`config.mk`:
```
export PLATFORM = sky130hd
export DESIGN_NAME = spi_master_ctrl
export DESIGN_NICKNAME = d
export VERILOG_FILES = /design/src/rtl/spi_defs_pkg.sv /design/src/rtl/spi_clk_divider.sv /design/src/rtl/spi_master_ctrl.sv
export SDC_FILE = /design/constraint.sdc
export NUM_CORES = 1
export LEC_CHECK = 0
export ABC_AREA = 0
export CAP_MARGIN = 20
export CORE_MARGIN = 2
export CORE_UTILIZATION = 40
export DETAILED_ROUTE_END_ITERATION = 16
export PLACE_DENSITY = 0.65
export SLEW_MARGIN = 40
export SYNTH_ARGS = -nofsm -noshare
export SYNTH_HDL_FRONTEND = slang
export SYNTH_SLANG_ARGS = --single-unit
export TNS_END_PERCENT = 30
```
`constraint.sdc`:
```
create_clock -name clk -period 5.8 [get_ports clk]
set_input_delay 0.87 -clock clk [delete_from_list [all_inputs] [get_ports clk]]
set_output_delay 0.87 -clock clk [all_outputs]
set_load 0.005 [all_outputs]
```
`src/rtl/spi_defs_pkg.sv`:
```
// Shared definitions for the SPI master controller: FSM state encodings,
// frame geometry and a helper that builds the outgoing 16-bit frame word.
package spi_defs;

  localparam logic [1:0] ST_IDLE  = 2'd0;
  localparam logic [1:0] ST_SETUP = 2'd1;
  localparam logic [1:0] ST_SHIFT = 2'd2;
  localparam logic [1:0] ST_HOLD  = 2'd3;

  localparam int   FRAME_BITS = 16;
  localparam logic RW_READ    = 1'b1;

  // Byte0 = {addr, rw}; byte1 = write data, or zeros for a read so MOSI
  // idles low while the slave returns its data byte.
  function automatic logic [15:0] frame_word(input logic [6:0] a,
                                             input logic       r,
                                             input logic [7:0] d);
    logic [7:0] data_byte;
    if (r == RW_READ) begin
      data_byte = 8'h00;
    end else begin
      data_byte = d;
    end
    return {a, r, data_byte};
  endfunction

endpackage

```
`src/rtl/spi_clk_divider.sv`:
```
// SCLK timing generator. While enabled it runs a counter over one full SCLK
// bit period (low half first, then high half) and flags the last clk of
// each half so the controller can drive registered SCLK/MOSI edges.
module spi_clk_divider #(
  parameter int HALF_PERIOD = 4
) (
  input  logic clk,
  input  logic reset,
  input  logic en,
  output logic lo_last,
  output logic hi_last
);

  localparam int DIV_W = $clog2(HALF_PERIOD) + 1;
  localparam logic [DIV_W-1:0] LO_LAST_CNT = DIV_W'(HALF_PERIOD - 1);
  localparam logic [DIV_W-1:0] HI_LAST_CNT = DIV_W'(2 * HALF_PERIOD - 1);

  logic [DIV_W-1:0] div_cnt_r;

  // Bit-period counter: held at zero while disabled, wraps after the high half.
  always_ff @(posedge clk or posedge reset) begin
    if (reset) begin
      div_cnt_r <= '0;
    end else if (!en) begin
      div_cnt_r <= '0;
    end else if (div_cnt_r == HI_LAST_CNT) begin
      div_cnt_r <= '0;
    end else begin
      div_cnt_r <= div_cnt_r + {{(DIV_W-1){1'b0}}, 1'b1};
    end
  end

  assign lo_last = en && (div_cnt_r == LO_LAST_CNT);
  assign hi_last = en && (div_cnt_r == HI_LAST_CNT);

endmodule

```
`src/rtl/spi_master_ctrl.sv`:
```
// SPI master controller: turns a one-cycle parallel request into one 16-bit
// SPI frame (mode 0, MSB first) and returns the read byte captured on MISO.
// All pin outputs are registered so they are glitch-free at the board.
module spi_master_ctrl
  import spi_defs::*;
#(
  parameter int HALF_PERIOD = 4,
  parameter int CS_SETUP    = 4,
  parameter int CS_HOLD     = 4
) (
  input  logic       clk,
  input  logic       reset,
  input  logic       start,
  input  logic       rw,
  input  logic [6:0] addr,
  input  logic [7:0] wdata,
  output logic       busy,
  output logic       done,
  output logic [7:0] rdata,
  output logic       sclk_pin,
  output logic       cs_pin,
  output logic       mosi_pin,
  input  logic       miso_pin
);

  localparam int CNT_MAX = (CS_SETUP > CS_HOLD) ? CS_SETUP : CS_HOLD;
  localparam int CNT_W   = $clog2(CNT_MAX) + 1;
  localparam logic [CNT_W-1:0] SETUP_LAST = CNT_W'(CS_SETUP - 1);
  localparam logic [CNT_W-1:0] HOLD_LAST  = CNT_W'(CS_HOLD - 1);
  localparam logic [3:0]       LAST_BIT   = 4'(FRAME_BITS - 1);

  logic [1:0]       state_r;
  logic [CNT_W-1:0] cnt_r;
  logic [3:0]       bit_cnt_r;
  logic [15:0]      shreg_r;
  logic             rw_q_r;
  logic [7:0]       rx_r;
  logic             div_en_s;
  logic             lo_last_s;
  logic             hi_last_s;

  assign div_en_s = (state_r == ST_SHIFT);

  spi_clk_divider #(
    .HALF_PERIOD (HALF_PERIOD)
  ) u_div (
    .clk     (clk),
    .reset   (reset),
    .en      (div_en_s),
    .lo_last (lo_last_s),
    .hi_last (hi_last_s)
  );

  // Frame sequencer: IDLE -> SETUP -> SHIFT -> HOLD -> IDLE, driving the pins.
  always_ff @(posedge clk or posedge reset) begin
    if (reset) begin
      state_r   <= ST_IDLE;
      cnt_r     <= '0;
      bit_cnt_r <= 4'd0;
      shreg_r   <= 16'h0000;
      rw_q_r    <= 1'b0;
      rx_r      <= 8'h00;
      busy      <= 1'b0;
      done      <= 1'b0;
      rdata     <= 8'h00;
      sclk_pin  <= 1'b0;
      cs_pin    <= 1'b1;
      mosi_pin  <= 1'b0;
    end else begin
      done <= 1'b0;
      case (state_r)
        ST_IDLE: begin
          if (start) begin
            shreg_r  <= frame_word(addr, rw, wdata);
            rw_q_r   <= rw;
            mosi_pin <= addr[6];
            cs_pin   <= 1'b0;
            busy     <= 1'b1;
            cnt_r    <= '0;
            state_r  <= ST_SETUP;
          end
        end
        ST_SETUP: begin
          if (cnt_r == SETUP_LAST) begin
            cnt_r   <= '0;
            state_r <= ST_SHIFT;
          end else begin
            cnt_r <= cnt_r + {{(CNT_W-1){1'b0}}, 1'b1};
          end
        end
        ST_SHIFT: begin
          if (lo_last_s) begin
            sclk_pin <= 1'b1;
          end
          if (hi_last_s) begin
            // End of a bit: SCLK falls and MOSI moves on together, so MOSI
            // only ever changes at the start of a low half.
            sclk_pin <= 1'b0;
            if ((rw_q_r == RW_READ) && bit_cnt_r[3]) begin
              rx_r <= {rx_r[6:0], miso_pin};
            end
            if (bit_cnt_r == LAST_BIT) begin
              bit_cnt_r <= 4'd0;
              mosi_pin  <= 1'b0;
              state_r   <= ST_HOLD;
            end else begin
              bit_cnt_r <= bit_cnt_r + 4'd1;
              shreg_r   <= {shreg_r[14:0], 1'b0};
              mosi_pin  <= shreg_r[14];
            end
          end
        end
        ST_HOLD: begin
          if (cnt_r == HOLD_LAST) begin
            cnt_r   <= '0;
            cs_pin  <= 1'b1;
            busy    <= 1'b0;
            done    <= 1'b1;
            state_r <= ST_IDLE;
            if (rw_q_r == RW_READ) begin
              rdata <= rx_r;
            end
          end else begin
            cnt_r <= cnt_r + {{(CNT_W-1){1'b0}}, 1'b1};
          end
        end
        default: begin
          state_r  <= ST_IDLE;
          cnt_r    <= '0;
          busy     <= 1'b0;
          sclk_pin <= 1'b0;
          cs_pin   <= 1'b1;
          mosi_pin <= 1'b0;
        end
      endcase
    end
  end

endmodule

```
== After elaboration in Yosys (flattened, before gate mapping) ==
Index checks and enable logic that the tools add are counted.
Word-level totals
  flip-flop bits (word level): 49
  input port bits: 20
  output and inout bits: 13
  logic and storage cells: 79
Cells by class
  $add $sub $neg: 3
  eq/ne operators: 13
  multiplexer cells: 31
  reductions and logical operators: 19
Operators with widths (count)
  2-to-1 mux 15 bit: 3
  one-hot mux 15 bit (2 select lines): 1
  2-to-1 mux 3 bit: 4
  inequality test 2 bit (second input constant): 6
  AND reduction 3 bit: 4
  2-to-1 mux 1 bit: 11
  2-to-1 mux 2 bit: 5
  2-to-1 mux 8 bit: 1
  one-hot mux 2 bit (4 select lines): 1
  AND reduction 2 bit: 4
  nonzero test 2 bit: 4
  adder 3 x 1 -> 3 bit (second input constant): 2
  equality test 3 x 2 -> 1 bit (second input constant): 2
  one-hot mux 1 bit (2 select lines): 3
  one-hot mux 3 bit (2 select lines): 1
  AND reduction 5 bit: 1
  adder 4 x 1 -> 4 bit (second input constant): 1
  equality test 2 bit (second input constant): 2
  equality test 4 bit (second input constant): 1
  2-to-1 mux 4 bit: 1
  AND reduction 4 bit: 1
  equality test 3 bit (second input constant): 1
  logical AND 1 bit: 3
  equality test 2 x 1 -> 1 bit (second input constant): 1
  other kinds (2): 2

== Depth between registers and ports, before layout ==
Gate-level depths: netlist (run 1).
  word-level depth: 4
  gate-level depth with buffers: 8
  mapped depth without buffers: 6

== Hierarchy ==
Synthesis (run 1) repeated with hierarchy kept, for this count alone.
Second synthesis, totals
  cell total of the unflattened synthesis: 196
  area total of the unflattened synthesis: 2267.2 µm²
By module, submodules not included
  spi_master_ctrl: instances 1, cells each 183, area an instance 2107.0 µm², seq. area each 1152.4 µm²
  spi_clk_divider: instances 1, cells each 13, area an instance 160.2 µm², seq. area each 75.1 µm²

== Least setup slack after synthesis (run 1) ==
No wires, ideal clock.
  path kind: input to register
  from: in start
  to: reg shreg_r[0]
  library setup time: 0.125 ns
  data arrival time: 1.800 ns
  required time: 5.675 ns
  setup slack: 3.875 ns
  stages: 4
  buffers on the path: 1
  cells stage by stage: nor2b_1 clkbuf_1 a2111oi_4 mux2_4
Between the ends
  cells in the longest elaborated chain, start to end: 2
RTL lines
  start: declaration: RTL line spi_master_ctrl.sv:13  | input logic start,
  inequality test 2 bit (no source line)
  AND reduction 4 bit (no source line)
  end signal: assignment: RTL line spi_master_ctrl.sv:74  | shreg_r <= frame_word(addr, rw, wdata);
  end signal: assignment: RTL line spi_master_ctrl.sv:108  | shreg_r <= {shreg_r[14:0], 1'b0};
  end: declaration: RTL line spi_master_ctrl.sv:35  | logic [15:0] shreg_r;
No other way between the ends.
A chain may end at the register's enable or synchronous reset.

== Worst setup path after layout (run 1) ==
  from: in start
  to: reg shreg_r[14]
The elaborated chain is that of the path after synthesis.

==> summary.json, run 1 <==
{
  "outcome": {
    "outcome": "completed"
  },
  "synth": {
    "gate_count_after_technology_mapping": 206,
    "synth-seq-cells": 49,
    "yosysWarningCount": 0,
    "avgSynthCellArea_um2": 11.3,
    "yosysSeqAreaShare": 0.528,
    "postSynthNetCount": 237,
    "ys_async_sr_fraction": 1.00,
    "synth_cell_types": 41,
    "post_synthesis_cell_area_mm2": 0.00232,
    "synth-main-ff-cell": "sky130_fd_sc_hd__dfrtp_1",
    "synth_edf_count": 0
  },
  "finish": {
    "layout.cells.non_filler": 309,
    "multi_input_area_mm2": 0.00102,
    "nets": 267,
    "n_antenna_cell": 0,
    "final_layout_size_suffix_gt1_frac": 0.148,
    "finish.instance_area_mm2": 0.00279,
    "ff_latch_area_mm2": 0.00123,
    "area.growth.synth_to_final_pct": 20.1,
    "postLayoutCoreUtil": 0.501,
    "nFillCells": 516
  },
  "timing": {
    "hold_viol": 0,
    "max_slew_margin": 0.480,
    "fmaxAchievable_mhz": 410,
    "holdWs_ns": 0.438,
    "timing.setup.tns_ns": 0,
    "finClkSkew_ns": 0.00890,
    "report.final.slew_viol_count": 0,
    "post-route-period-util": 0.421,
    "rsz_0062_raised_after_global_routing": "false",
    "timing_worst_slew_pin_value_ns": 0.776,
    "finalSetupViolations": 0,
    "post-route-min-period_ns": 2.44
  },
  "floorplanning": {
    "io_pins": 33,
    "num_rows": 27,
    "fp.dieArea_mm2": 0.00643,
    "die_height_um": 80.2,
    "start_util": 0.417,
    "die_w_um": 80.2,
    "core_mm2": 0.00557
  },
  "power": {
    "vdd.ir_drop.worst_uv": 143,
    "power.density_cell_area_mw_per_mm2": 205,
    "power_leakage_nw": 1.28
  },
  "grt": {
    "first_pass_grt_wire_length_um": 7650,
    "grt_max_degree": 50,
    "track_usage": 0.154,
    "via_count_of_the_first_global_routing_pass": 1623,
    "antenna_found_initial": 0,
    "globalRouteOverflowTotal": 0
  },
  "placed_design": {
    "place_hpwl_um": 3170,
    "global_placement_routability_congestion": 0.740,
    "placement.cell_area_mm2": 0.00270,
    "placed_cells": 301,
    "port_buffers": 32
  },
  "clock_network": {
    "clk_pin_slew_worst_paths_ns": 0.08,
    "clockBufferDepth": 2,
    "htreeDepth": 2,
    "clock_latency_ns": 0.30,
    "setup_fix_buffers_added_after_clock_tree_synthesis": 0,
    "cts_resized": 0,
    "ctsHoldBuffers": 0,
    "cts_tree": "yes",
    "clock-root-buffer": "sky130_fd_sc_hd__clkbuf_8",
    "cts_sinks": 49,
    "cts_buffers": 5
  },
  "detailed_routing": {
    "vias": 1668,
    "drt.antenna.violating_nets": 0,
    "drt_first_iter_violations": 99,
    "avgRoutedWirePerCell_um": 14.6,
    "detail_route.first_pass.iterations": 4,
    "postRouteWirelength_um": 4530,
    "drc": 0,
    "vias_per_cell": 5.40
  },
  "critical_path": {
    "timing.setup.critical_path_class": "input pin to flip-flop",
    "critical_path.max_fanout": 11,
    "slowest_delay_ns": 0.68,
    "critPathArrivalTime_ns": 2.65,
    "critical_path.endpoint_type": "flip-flop",
    "critical-path-slowest-cell": "sky130_fd_sc_hd__nor3_2",
    "crit_path_cell_trace": "clkdlybuf4s50_1 > nor2b_1 > nor3_2 > a31oi_1 > o221ai_1",
    "critical_path_launch_point_type": "input pin",
    "critical_path_required_ns": 6.01
  },
  "run": {
    "max_cap_violations": 0
  },
  "hold_path": {
    "min-delay-path-class": "flip-flop to flip-flop"
  }
}
## cell type report
cell class | instances | area share
timing repair buffer | 33 | 0.117
multi-input combinational | 138 | 0.365
sequential | 49 | 0.440
tap | 72 | 0.0323
clock buffer | 8 | 0.0323
inverter | 9 | 0.0130
## path summary, 6_finish.rpt
kind	cells after the start	slack (ns)	startpoint	to
max in group asynchronous	2	4.40	reset	rx_r[4]
min in group asynchronous	2	1.00	reset	shreg_r[11]
hold / removal	1	0.44	u_div.div_cnt_r[0]	u_div.div_cnt_r[0]
setup / recovery	5	3.36	start	shreg_r[14]
setup reg to reg	6	3.58	state_r[0]	shreg_r[14]
hold reg to reg	1	0.44	u_div.div_cnt_r[0]	u_div.div_cnt_r[0]
## power breakdown
group,internal (mW),switching [mW],total [mW]
sequential,0.343,0.000835,0.344
clock,0.0974,0.106,0.204
combinational,0.0141,0.0113,0.0253
total,0.454,0.118,0.572
## sequential cells by signal, indices dropped and copies added, names as in the netlist
register         cells
sclk_pin             1
u_div.div_cnt_r      3
mosi_pin             1
cs_pin               1
rdata                8
done                 1
bit_cnt_r            4
state_r              2
busy                 1
rw_q_r               1
rx_r                 8
cnt_r                3
shreg_r             15
## metrics by stage
| stage | power (mW) | setup slack, ns |
|---|---|---|
| 6_report | 0.572 | 3.36 |
| 5_1_grt | 0.592 | 3.18 |
| 4_1_cts | 0.579 | 3.42 |
| 3_5_place_dp | 0.376 | 3.10 |
| 3_3_place_gp | 0.376 | 2.72 |
| 2_1_floorplan | 0.360 | 3.76 |
## cell usage in the layout (no fill, tap or decap), drive strengths merged, types with 4 or more instances in the layout
cell type | netlist | final
nor3 | 6 | 6
nor2 | 14 | 14
inv | 9 | 9
clkbuf | 6 | 8
o21ai | 6 | 6
nor2b | 7 | 7
clkdlybuf4s50 | 0 | 32
dfrtp | 48 | 48
nand2 | 10 | 10
nand3 | 4 | 4
o22ai | 15 | 15
mux2 | 21 | 21
ha | 11 | 11
a21oi | 15 | 15
## worst max-delay path: cells and delay by family
family                 cells  cell delay (ns)
AO/OA/AOI/OAI              2             0.37
AND/OR/NAND/NOR            2             0.85
buffers and inverters      1             0.55
## metal layers
layer,share of wire,wire length [µm],vias up,track usage
met1,0.47,2140,826,0.212
met3,0.039,178,5,0.0292
met5,0,0,-,0
li1,-,-,799,-
met4,0.015,70,0,0.0559
met2,0.47,2130,38,0.242
## kinds of logic (layout without fill, tap and decap cells)
family,Yosys count,in the layout,share of synthesized area
XOR/XNOR,1,1,0.00377
buffers and inverters,19,50,0.0355
flip-flops,49,49,0.528
multiplexers,23,23,0.112
AND/OR/NAND/NOR,52,52,0.114
AO/OA/AOI/OAI,51,51,0.148
adder cells (fa/ha/maj),11,11,0.0592
## cells in the mapped netlist (2+ instances only)
cell,count,area [µm²]
sky130_fd_sc_hd__a21oi_1,15,75.1
sky130_fd_sc_hd__a31oi_1,3,18.8
sky130_fd_sc_hd__and2_1,2,12.5
sky130_fd_sc_hd__buf_2,2,10.0
sky130_fd_sc_hd__clkbuf_1,5,18.8
sky130_fd_sc_hd__dfrtp_1,48,1200
sky130_fd_sc_hd__ha_1,11,138
sky130_fd_sc_hd__inv_1,9,33.8
sky130_fd_sc_hd__mux2_2,20,225
sky130_fd_sc_hd__mux2i_1,2,20.0
sky130_fd_sc_hd__nand2_1,10,37.5
sky130_fd_sc_hd__nand3_1,4,20.0
sky130_fd_sc_hd__nor2_1,14,52.6
sky130_fd_sc_hd__nor2b_1,7,43.8
sky130_fd_sc_hd__nor3_1,6,30.0
sky130_fd_sc_hd__nor3b_1,2,15.0
sky130_fd_sc_hd__o21a_1,3,22.5
sky130_fd_sc_hd__o21ai_0,6,30.0
sky130_fd_sc_hd__o22ai_1,15,93.8
Note: power is estimated with default switching activity, not from simulation.
==> run 2, diff against run 1 <==
==> constraint.sdc (replaced) <==
create_clock -name clk -period 2.47 [get_ports clk]
set_input_delay 0.3705 -clock clk [delete_from_list [all_inputs] [get_ports clk]]
set_output_delay 0.3705 -clock clk [all_outputs]
set_load 0.005 [all_outputs]
==> summary.json, run 2 (same netlist as run 1, synthesis figures left out) <==
{
  "timing": {
    "max_slew_margin": {"value": 0.674, "change": "+0.194"},
    "timing_worst_slew_pin_value": {"value": 0.488, "unit": "ns", "change": "-0.288 ns"},
    "fmaxAchievable_mhz": 501,
    "rsz_0062_raised_after_global_routing": "false",
    "post-route-min-period_ns": 2.00,
    "finalSetupViolations": {"value": 0, "change": "unchanged"},
    "post-route-period-util": 0.808,
    "report.final.slew_viol_count": {"value": 0, "change": "unchanged"},
    "timing.setup.tns": {"value": 0, "unit": "ns", "change": "unchanged"},
    "finClkSkew": {"value": 0.00944, "unit": "ns", "change": "+0.000540 ns"},
    "hold_viol": {"value": 0, "change": "unchanged"}
  },
  "clock_network": {
    "clock_latency": {"value": 0.31, "unit": "ns", "change": "about the same"},
    "clock-root-buffer": "sky130_fd_sc_hd__clkbuf_8",
    "clk_pin_slew_worst_paths": {"value": 0.09, "unit": "ns", "change": "about the same"},
    "setup_fix_buffers_added_after_clock_tree_synthesis": {"value": 0, "change": "unchanged"},
    "clockBufferDepth": {"value": 2, "change": "unchanged"},
    "ctsHoldBuffers": {"value": 0, "change": "unchanged"},
    "cts_tree": "yes",
    "htreeDepth": {"value": 2, "change": "unchanged"},
    "cts_sinks": {"value": 49, "change": "unchanged"},
    "cts_resized": {"value": 0, "change": "unchanged"},
    "cts_buffers": {"value": 5, "change": "unchanged"}
  },
  "finish": {
    "mostFrequentLayoutCells": "sky130_fd_sc_hd__dfrtp_1 (48), sky130_fd_sc_hd__clkdlybuf4s50_1 (32), sky130_fd_sc_hd__mux2_2 (20), sky130_fd_sc_hd__o22ai_1 (15), sky130_fd_sc_hd__a21oi_1 (15)",
    "multi_input_area": {"value": 0.00101, "unit": "mm²", "change": "-0.49%"},
    "max_ffs_per_register": {"value": 15, "change": "unchanged"},
    "layout.cells.most_common": "sky130_fd_sc_hd__dfrtp_1",
    "layout.cells.non_filler": {"value": 316, "change": "+2.3%"},
    "max_flop_register": "shreg_r",
    "nFillCells": {"value": 511, "change": "-0.97%"},
    "postLayoutCoreUtil": {"value": 0.514, "change": "+0.0135"},
    "layout_top_registers": "shreg_r (15), rdata (8), rx_r (8)",
    "area.growth.synth_to_final_pct": 23.3,
    "ff_latch_area": {"value": 0.00123, "unit": "mm²", "change": "unchanged"},
    "n_antenna_cell": {"value": 0, "change": "unchanged"},
    "final_layout_size_suffix_gt1_frac": {"value": 0.176, "change": "+0.0286"},
    "nets": {"value": 274, "change": "+2.6%"}
  },
  "critical_path": {
    "critPathArrivalTime": {"value": 2.24, "unit": "ns", "change": "-0.41 ns"},
    "worst_r2r_path_depth": {"value": 6, "change": "unchanged"},
    "ff2ff_setup_slack": {"value": 0.47, "unit": "ns", "change": "-3.11 ns"},
    "critPathLaunch": "state_r[0]",
    "slowest_delay": {"value": 0.47, "unit": "ns", "change": "-0.21 ns"},
    "critical_path_required": {"value": 2.71, "unit": "ns", "change": "-3.30 ns"},
    "critical_path.max_fanout": {"value": 7, "change": "-4"},
    "critical-path-slowest-cell": "sky130_fd_sc_hd__or3_1",
    "worstReg2RegStart": "state_r[0]",
    "critical_path.endpoint_type": "flip-flop",
    "critical_path_launch_point_type": "flip-flop",
    "crit_path_cell_trace": "inv_1 > ha_1 > and2b_1 > or3_1 > nor3b_1 > a221o_1",
    "timing.setup.critical_path_class": "flip-flop to flip-flop",
    "setup.worst_path.end": "shreg_r[6]",
    "reg2reg_to": "shreg_r[6]"
  },
  "floorplanning": {
    "core": {"value": 0.00557, "unit": "mm²", "change": "unchanged"},
    "start_util": {"value": 0.417, "change": "unchanged"},
    "num_rows": {"value": 27, "change": "unchanged"},
    "die_w": {"value": 80.2, "unit": "µm", "change": "unchanged"},
    "fp.dieArea": {"value": 0.00643, "unit": "mm²", "change": "unchanged"},
    "die_height": {"value": 80.2, "unit": "µm", "change": "unchanged"},
    "io_pins": {"value": 33, "change": "unchanged"}
  },
  "detailed_routing": {
    "drc": {"value": 0, "change": "unchanged"},
    "postRouteWirelength": {"value": 4470, "unit": "µm", "change": "-1.3%"},
    "drt.antenna.violating_nets": {"value": 0, "change": "unchanged"},
    "detail_route.first_pass.iterations": {"value": 4, "change": "unchanged"},
    "vias": {"value": 1663, "change": "-0.30%"},
    "drt_first_iter_violations": {"value": 91, "change": "-8.1%"},
    "avgRoutedWirePerCell": {"value": 14.1, "unit": "µm", "change": "-3.5%"},
    "vias_per_cell": {"value": 5.26, "change": "-2.5%"}
  },
  "grt": {
    "track_usage": {"value": 0.157, "change": "+0.00299"},
    "antenna_found_initial": {"value": 0, "change": "unchanged"},
    "via_count_of_the_first_global_routing_pass": {"value": 1632, "change": "+0.55%"},
    "globalRouteOverflowTotal": {"value": 0, "change": "unchanged"},
    "grt_max_degree": {"value": 24, "change": "-52%"},
    "first_pass_grt_wire_length": {"value": 7800, "unit": "µm", "change": "+2.1%"}
  },
  "hold_path": {
    "min-delay-path-class": "input pin to async pin"
  },
  "power": {
    "vdd.ir_drop.worst": {"value": 338, "unit": "µV", "change": "+140%"},
    "power.density_cell_area": {"value": 511, "unit": "mW/mm²", "change": "+150%"},
    "power_leakage": {"value": 1.32, "unit": "nW", "change": "+3.3%"}
  },
  "outcome": {
    "outcome": "completed"
  },
  "placed_design": {
    "global_placement_routability_congestion": {"value": 0.793, "change": "+7.1%"},
    "place_hpwl": {"value": 3280, "unit": "µm", "change": "+3.4%"},
    "placed_cells": {"value": 308, "change": "+2.3%"},
    "port_buffers": {"value": 32, "change": "unchanged"}
  },
  "run": {
    "max_cap_violations": {"value": 0, "change": "unchanged"}
  }
}
run 2: changes by cell type in the layout (fill, tap and decap cells not counted), sizes merged:
cell and delta:
buf +7, clkinvlp +1, bufinv +1, clkbuf -2
run 2: where the power goes:
group / leakage, nW / switching, mW / internal, mW / total [mW]
sequential: 0.616 / 0.00190 / 0.805 / 0.807
clock: 0.0574 / 0.268 / 0.329 / 0.597
combinational: 0.647 / 0.0264 / 0.0349 / 0.0613
total: 1.32 / 0.296 / 1.17 / 1.47
run 2: cell type report:
cell class / instances / share of cell area
Tap cell: 72 / 0.0314
Sequential cell: 49 / 0.428
Timing Repair Buffer: 40 / 0.133
Clock buffer: 6 / 0.0288
Inverter: 9 / 0.0118
Multi-Input combinational cell: 138 / 0.354
Clock inverter: 2 / 0.0131
run 2: metal layers:
| layer | global-route usage | wire [µm] | vias up |
|---|---|---|---|
| met2 | 0.233 | 2140 | 29 |
| met5 | 0 | 0 | - |
| met3 | 0.0337 | 144 | 6 |
| met4 | 0.0576 | 72 | 0 |
| met1 | 0.224 | 2100 | 815 |
| li1 | - | - | 813 |
run 2: worst max-delay path, delay by kind of cell, from the launching register on:
family / cells / cell delay [ns]
compound gates: 1 / 0.13
fa+ha+maj: 1 / 0.31
buf+inv: 1 / 0.10
flops: 1 / 0.41
simple gates: 3 / 0.98
run 2: worst min path at each step:
stage | from | slack, ns | depth (start not counted) | to
after floorplan | u_div.div_cnt_r[0] | 0.41 | 1 | u_div.div_cnt_r[0]
after detailed placement | u_div.div_cnt_r[0] | 0.43 | 1 | u_div.div_cnt_r[0]
after global placement | u_div.div_cnt_r[0] | 0.43 | 1 | u_div.div_cnt_r[0]
after CTS | reset | 0.42 | 2 | state_r[1]
final | reset | 0.41 | 2 | busy
after global routing | reset | 0.43 | 2 | busy
run 2: per-stage QoR:
stage          total power, mW  hold WS [ns]  area (µm²)  worst slack, ns
6_report                  1.47         0.405        2870            0.473
4_1_cts                   1.48         0.421        2870            0.477
3_3_place_gp             0.886         0.427        2750            0.511
2_1_floorplan            0.845         0.408        2320            0.567
5_1_grt                   1.52         0.433        2870            0.267
3_5_place_dp             0.886         0.430        2750            0.471
